[src/rtl/keccak_state_unloader_if.sv]
// ---------------------------------------------------------------------------
// keccak_state_unloader_if
//   Output stream of the Keccak state unloader: one lane (two words) per
//   valid/ready handshake.
//   valid_o   : word_0_o, word_1_o and index_o carry a pair
//   ready_i   : consumer accepts the current pair
//   word_0_o  : low word of the lane (word index_o)
//   word_1_o  : high word of the lane (word index_o+1)
//   index_o   : even word index of the current pair, 0..48
//   The master modport is the unloader, the slave modport is the consumer.
// ---------------------------------------------------------------------------
interface keccak_state_unloader_if #(
    parameter int WORD_WIDTH = 32
);
    logic                  valid_o;
    logic                  ready_i;
    logic [WORD_WIDTH-1:0] word_0_o;
    logic [WORD_WIDTH-1:0] word_1_o;
    logic [5:0]            index_o;

    modport master (
        output valid_o,
        output word_0_o,
        output word_1_o,
        output index_o,
        input  ready_i
    );

    modport slave (
        input  valid_o,
        input  word_0_o,
        input  word_1_o,
        input  index_o,
        output ready_i
    );
endinterface

[src/rtl/keccak_state_unloader.sv]
// ---------------------------------------------------------------------------
// keccak_state_unloader
//   Snapshots a 1600-bit Keccak state on start and streams lanes 0..N-1 to
//   the core, one lane per handshake. N = num_lanes_i, with 0 or >25 meaning
//   a full 25-lane dump.
//   clk_i       : clock, rising edge
//   rst_ni      : asynchronous active-low reset
//   state_i     : Keccak state, word w at bits [32w+31:32w]
//   start_i     : begin an unload (only honoured in IDLE)
//   num_lanes_i : lanes to stream, sampled with start_i
//   clear_i     : synchronous abort back to IDLE (snapshot kept, no done)
//   busy_o      : high while streaming
//   done_o      : one-cycle pulse after the last pair transfers
//   bus         : stream handshake (valid/ready, word pair, index)
// ---------------------------------------------------------------------------
module keccak_state_unloader #(
    parameter int NUM_WORDS  = 50,
    parameter int WORD_WIDTH = 32
) (
    input  logic                            clk_i,
    input  logic                            rst_ni,
    input  logic [NUM_WORDS*WORD_WIDTH-1:0] state_i,
    input  logic                            start_i,
    input  logic [4:0]                      num_lanes_i,
    input  logic                            clear_i,
    output logic                            busy_o,
    output logic                            done_o,
    keccak_state_unloader_if.master         bus
);

    typedef enum logic [0:0] {
        ST_IDLE   = 1'b0,
        ST_STREAM = 1'b1
    } state_t;

    localparam logic [4:0] MAX_LANES = 5'd25;

    state_t                                    r_state;
    state_t                                    w_next_state;
    logic [NUM_WORDS-1:0][WORD_WIDTH-1:0]      r_snapshot;
    logic [5:0]                                r_index;
    logic [5:0]                                r_last_idx;
    logic                                      r_done;

    logic                                      w_start_accept;
    logic                                      w_xfer;
    logic                                      w_last_xfer;
    logic [4:0]                                w_eff_lanes;
    logic [5:0]                                w_last_idx_calc;
    logic [5:0]                                w_index_hi;

    // Select one word of the snapshot by its word index.
    function automatic logic [WORD_WIDTH-1:0] pick_word(
        input logic [NUM_WORDS-1:0][WORD_WIDTH-1:0] snap,
        input logic [5:0]                           idx
    );
        return snap[idx];
    endfunction

    // Lane count clamp and the even word index of the final pair.
    always_comb begin
        w_eff_lanes = MAX_LANES;
        if ((num_lanes_i == 5'd0) || (num_lanes_i > MAX_LANES)) begin
            w_eff_lanes = MAX_LANES;
        end else begin
            w_eff_lanes = num_lanes_i;
        end
        w_last_idx_calc = {w_eff_lanes - 5'd1, 1'b0};
    end

    // Handshake events and next-state logic; clear_i overrides everything.
    always_comb begin
        w_next_state   = r_state;
        w_start_accept = 1'b0;
        w_xfer         = 1'b0;
        w_last_xfer    = 1'b0;
        case (r_state)
            ST_IDLE: begin
                if (start_i && !clear_i) begin
                    w_start_accept = 1'b1;
                    w_next_state   = ST_STREAM;
                end else begin
                    w_next_state   = ST_IDLE;
                end
            end
            ST_STREAM: begin
                w_xfer      = bus.ready_i;
                w_last_xfer = bus.ready_i && (r_index == r_last_idx);
                if (clear_i) begin
                    w_next_state = ST_IDLE;
                end else if (w_last_xfer) begin
                    w_next_state = ST_IDLE;
                end else begin
                    w_next_state = ST_STREAM;
                end
            end
            default: begin
                w_next_state = ST_IDLE;
            end
        endcase
    end

    // FSM state register.
    always_ff @(posedge clk_i or negedge rst_ni) begin
        if (!rst_ni) begin
            r_state <= ST_IDLE;
        end else begin
            r_state <= w_next_state;
        end
    end

    // Snapshot, pair index and done pulse.
    always_ff @(posedge clk_i or negedge rst_ni) begin
        if (!rst_ni) begin
            r_snapshot <= '0;
            r_index    <= 6'd0;
            r_last_idx <= 6'd0;
            r_done     <= 1'b0;
        end else begin
            r_done <= w_last_xfer && !clear_i;
            if (clear_i) begin
                r_index <= 6'd0;
            end else if (w_start_accept) begin
                r_snapshot <= state_i;
                r_last_idx <= w_last_idx_calc;
                r_index    <= 6'd0;
            end else if (w_last_xfer) begin
                r_index <= 6'd0;
            end else if (w_xfer) begin
                r_index <= r_index + 6'd2;
            end else begin
                r_index <= r_index;
            end
        end
    end

    // The index is always even, so its odd partner is just bit 0 set.
    assign w_index_hi   = r_index | 6'd1;

    assign bus.valid_o  = (r_state == ST_STREAM);
    assign bus.index_o  = r_index;
    assign bus.word_0_o = pick_word(r_snapshot, r_index);
    assign bus.word_1_o = pick_word(r_snapshot, w_index_hi);
    assign busy_o       = (r_state == ST_STREAM);
    assign done_o       = r_done;

endmodule

[src/flat_wrapper.sv]
// flat-port wrapper written by rule: the top's interface ports become plain ports
module keccak_state_unloader_flat 
#(
    parameter int NUM_WORDS  = 50,
    parameter int WORD_WIDTH = 32
)
  (clk_i, rst_ni, state_i, start_i, num_lanes_i, clear_i, busy_o, done_o, bus_valid_o, bus_word_0_o, bus_word_1_o, bus_index_o, bus_ready_i);
  keccak_state_unloader_if #(.WORD_WIDTH(WORD_WIDTH)) bus_i ();
  input  logic clk_i;
  input  logic rst_ni;
  input  logic [NUM_WORDS*WORD_WIDTH-1:0] state_i;
  input  logic start_i;
  input  logic [4:0] num_lanes_i;
  input  logic clear_i;
  output logic busy_o;
  output logic done_o;
  output wire logic [$bits(bus_i.valid_o)-1:0] bus_valid_o;
  output wire logic [$bits(bus_i.word_0_o)-1:0] bus_word_0_o;
  output wire logic [$bits(bus_i.word_1_o)-1:0] bus_word_1_o;
  output wire logic [$bits(bus_i.index_o)-1:0] bus_index_o;
  input wire logic [$bits(bus_i.ready_i)-1:0] bus_ready_i;
  assign bus_valid_o = bus_i.valid_o;
  assign bus_word_0_o = bus_i.word_0_o;
  assign bus_word_1_o = bus_i.word_1_o;
  assign bus_index_o = bus_i.index_o;
  assign bus_i.ready_i = bus_ready_i;
  keccak_state_unloader #(.NUM_WORDS(NUM_WORDS), .WORD_WIDTH(WORD_WIDTH)) u_core (.clk_i(clk_i), .rst_ni(rst_ni), .state_i(state_i), .start_i(start_i), .num_lanes_i(num_lanes_i), .clear_i(clear_i), .busy_o(busy_o), .done_o(done_o), .bus(bus_i));
endmodule
[config.mk]
export PLATFORM = sky130hd
export DESIGN_NAME = keccak_state_unloader_flat
export DESIGN_NICKNAME = d
export VERILOG_FILES = /design/src/rtl/keccak_state_unloader_if.sv /design/src/rtl/keccak_state_unloader.sv /design/src/flat_wrapper.sv
export SDC_FILE = /design/constraint.sdc
export NUM_CORES = 2
export LEC_CHECK = 0
export BUFFER_PORTS_ARGS = -buffer_cell sky130_fd_sc_hd__buf_2
export CORE_AREA = 2 2 653 655
export DETAILED_ROUTE_END_ITERATION = 10
export DIE_AREA = 0 0 655 657
export PLACE_DENSITY_LB_ADDON = 0.08
export SYNTH_ARGS = -nofsm -noshare
export SYNTH_HDL_FRONTEND = slang
export SYNTH_SLANG_ARGS = --single-unit
[constraint.sdc]
create_clock -name clk_i -period 3.23 [get_ports clk_i]
set_input_delay 0.646 -clock clk_i [delete_from_list [all_inputs] [get_ports clk_i]]
set_output_delay 0.646 -clock clk_i [all_outputs]
set_load 0.02 [all_outputs]
==> impl_metrics.json <==
{
  "status": "complete, but fails checks",
  "violations": "negative setup slack",
  "slew_viol_final": 0,
  "ioPinCount": 1683,
  "gp_congestion": 0.8472,
  "fin_nets": 12797,
  "layout_common_cells": "nand2_1, buf_2, dfrtp_1",
  "cpMaxStageDelayCell": "a221oi_4",
  "ys_seq_area_frac": 0.5544,
  "cts.sink_count": 1612,
  "async_flop_share": 1.000,
  "port_buffers": 1681,
  "slew_headroom": 0.3171,
  "routed_wirelength_mm": 463.4,
  "pre_cts_ws_ns": -0.3122,
  "fp-row-count": 239,
  "dp_hpwl_mm": 353.1,
  "grt-ovfl-total": 0,
  "fin_skew_ns": 0.03628,
  "cp_cell_sequence": "buf_12 > buf_16 > buf_8 > buf_12 > mux4_2 > mux2i_4 > a221oi_4 > buf_6",
  "irDropWorstVdd_mv": 0.4209,
  "antenna_left": 0,
  "cpMostUsedCell": "buf_12",
  "drc": 0,
  "finalSetupViolations": 64,
  "clockRootBuffer": "clkbuf_16",
  "post_drt_wl_per_cell_um": 27.16,
  "clk_pin_slew_ns": 0.06,
  "grt_max_degree": 148,
  "antenna_found_initial": 109,
  "yosysWarnings": 0,
  "ys_ff_latch": 1612,
  "max_freq_ghz": 0.2503,
  "power.density_mw_per_mm2": 539.5,
  "critPathKind": "register to primary output",
  "grt_pass1_wl_mm": 622.5,
  "htree_levels": 4,
  "cts_made_buffers": 215,
  "cap_violations": 0,
  "syn_nets": 9429,
  "rsz0062_at_grt": "yes",
  "die_y_um": 657,
  "die_area_mm2": 0.4303,
  "clockBufferDepth": 4,
  "crit_path_end_kind": "primary output",
  "drt_iter0_markers": 4547,
  "via_count": 70562,
  "utilization": 0.2783,
  "final_common_cell": "nand2_1",
  "power_leakage_nw": 57.27,
  "netlist_instances": 7817,
  "coreArea_mm2": 0.4228,
  "yosysUniqueCellTypes": 38,
  "required_ns": 2.58,
  "period_share": 1.237,
  "clk_latency_ns": 0.88,
  "syn_avg_cell_area_um2": 9.308,
  "die_x_um": 655,
  "power_mw": 63.49,
  "start_kind": "register",
  "synth_edf_count": 0,
  "track_usage": 0.2088,
  "syn_area_mm2": 0.07276,
  "min_period_ns": 3.995,
  "critical_path_buf_inv_count": 5,
  "min_path_type": "primary input to register",
  "initial_core_util": 0.1721,
  "first_pass_iters": 9,
  "tritoncts": "yes",
  "vias_per_cell": 4.135,
  "area_delta_synth_final_pct": 61.76,
  "fin_ws_ns": -0.7645,
  "layout-drive-gt1-share": 0.2840,
  "cp_max_fo": 9,
  "grt_pass1_vias": 75395,
  "finalHoldViolCount": 0,
  "hold_depth": 3,
  "cp.depth": 8,
  "worstRegToRegCells": 8,
  "tightest_slew_ns": 1.024,
  "arrival_ns": 3.35,
  "path_delay_family": "buffers and inverters",
  "synthFlopType": "dfrtp_1",
  "cp_slowest_stage_delay_ns": 0.60
}
[cell type report]
cell class / count / area, um^2
clock inverter: 77 / 928.4
timing repair buffer: 3660 / 30650
fill: 45190 / 305100
antenna: 45 / 112.6
multi-input combinational: 5695 / 32300
tap: 5663 / 7086
clock buffer: 311 / 6261
inverter: 1 / 3.754
sequential: 1612 / 40360
[timing repair]
item                                     CTS  global route
resized for setup                        488           125
hold endpoints to repair                1461             0
buffers inserted                         101            15
hold buffers                            1443             0
pin swaps                                 56            55
gates cloned                              39             6
endpoints found under the setup margin    64            64
[worst min-delay path, stage by stage]
cell and delay, ns:
buf_2 0.09, nand2_1 0.11, nand2_1 0.09
[metal layers]
layer  vias to the layer above  wire, um  GRT usage
li1                      31940         -          -
met1                     35711    209200     0.2836
met2                      2212    209200     0.3297
met3                       685     20720    0.02740
met4                        14     24110    0.09371
met5                         -        90          0
[cell families after synthesis]
logic type               Yosys count  share of synthesized area
other                              1                 0.00005154
adder cells (fa/ha/maj)            2                  0.0003439
multiplexers                     514                     0.1270
flip-flops                      1612                     0.5544
AND/OR/NAND/NOR                 4903                     0.2537
AO/OA/AOI/OAI                    264                    0.03123
buffers and inverters            510                    0.03186
XOR/XNOR                          11                   0.001324
[final timing paths]
check,from,to,slack (ns)
worst min-delay path,state_i[1439],u_core.r_snapshot[1439]$_DFFE_PN0P_,0.07
worst max register to register,u_core.bus.index_o[3]$_DFFE_PN0P_,u_core.bus.valid_o$_DFF_PN0_,0.77
worst max-delay path,u_core.bus.index_o[1]$_DFFE_PN0P_,bus_word_1_o[30],-0.76
min in group asynchronous,rst_ni,u_core.r_snapshot[1260]$_DFFE_PN0P_,0.22
worst min register to register,u_core.r_snapshot[505]$_DFFE_PN0P_,u_core.r_snapshot[505]$_DFFE_PN0P_,0.47
max in group asynchronous,rst_ni,u_core.r_snapshot[263]$_DFFE_PN0P_,1.51
[metrics by stage]
stage / TNS [ns] / cell area, um^2 / instances / hold WS [ns]
after floorplan: 0 / 72760 / 7817 / 0.3504
after global placement: -3.099 / 90730 / 15055 / 0.4533
after detailed placement: -3.670 / 90730 / 15055 / 0.4570
after CTS: -51.05 / 116900 / 17010 / 0.00005895
after global routing: -49.57 / 117700 / 17054 / 0.02014
final: -40.98 / 117700 / 17064 / 0.06732
[flip-flops by register name, summed over array words and instances, names as in the netlist]
name and flops:
u_core.r_snapshot 1600, u_core.bus.valid_o 1, u_core.bus.index_o 5, u_core.r_last_idx 5
u_core.done_o 1
[where the power goes]
group / internal [mW] / total [mW] / leakage, nW / switching, mW
Sequential: 23.6 / 26.1 / 20.0 / 2.43
Combinational: 5.77 / 12.5 / 33.7 / 6.76
Clock: 14.6 / 24.9 / 3.53 / 10.3
Total: 44.0 / 63.5 / 57.3 / 19.5
[Yosys cell counts, types with 6 or more instances]
| cell | number | area, um^2 |
|---|---|---|
| a221oi_1 | 66 | 578.1 |
| a221oi_2 | 60 | 900.9 |
| buf_2 | 146 | 730.7 |
| buf_4 | 31 | 232.7 |
| buf_6 | 14 | 157.7 |
| clkbuf_1 | 317 | 1190 |
| dfrtp_1 | 1612 | 40340 |
| mux2_2 | 65 | 732.0 |
| mux2i_1 | 128 | 1281 |
| mux4_2 | 321 | 7229 |
| nand2_1 | 4874 | 18300 |
| nor2_1 | 11 | 41.29 |
| o21ai_1 | 60 | 300.3 |
| o22ai_1 | 63 | 394.1 |
| xnor2_1 | 6 | 52.55 |
Power figures use the tool's default switching activity.
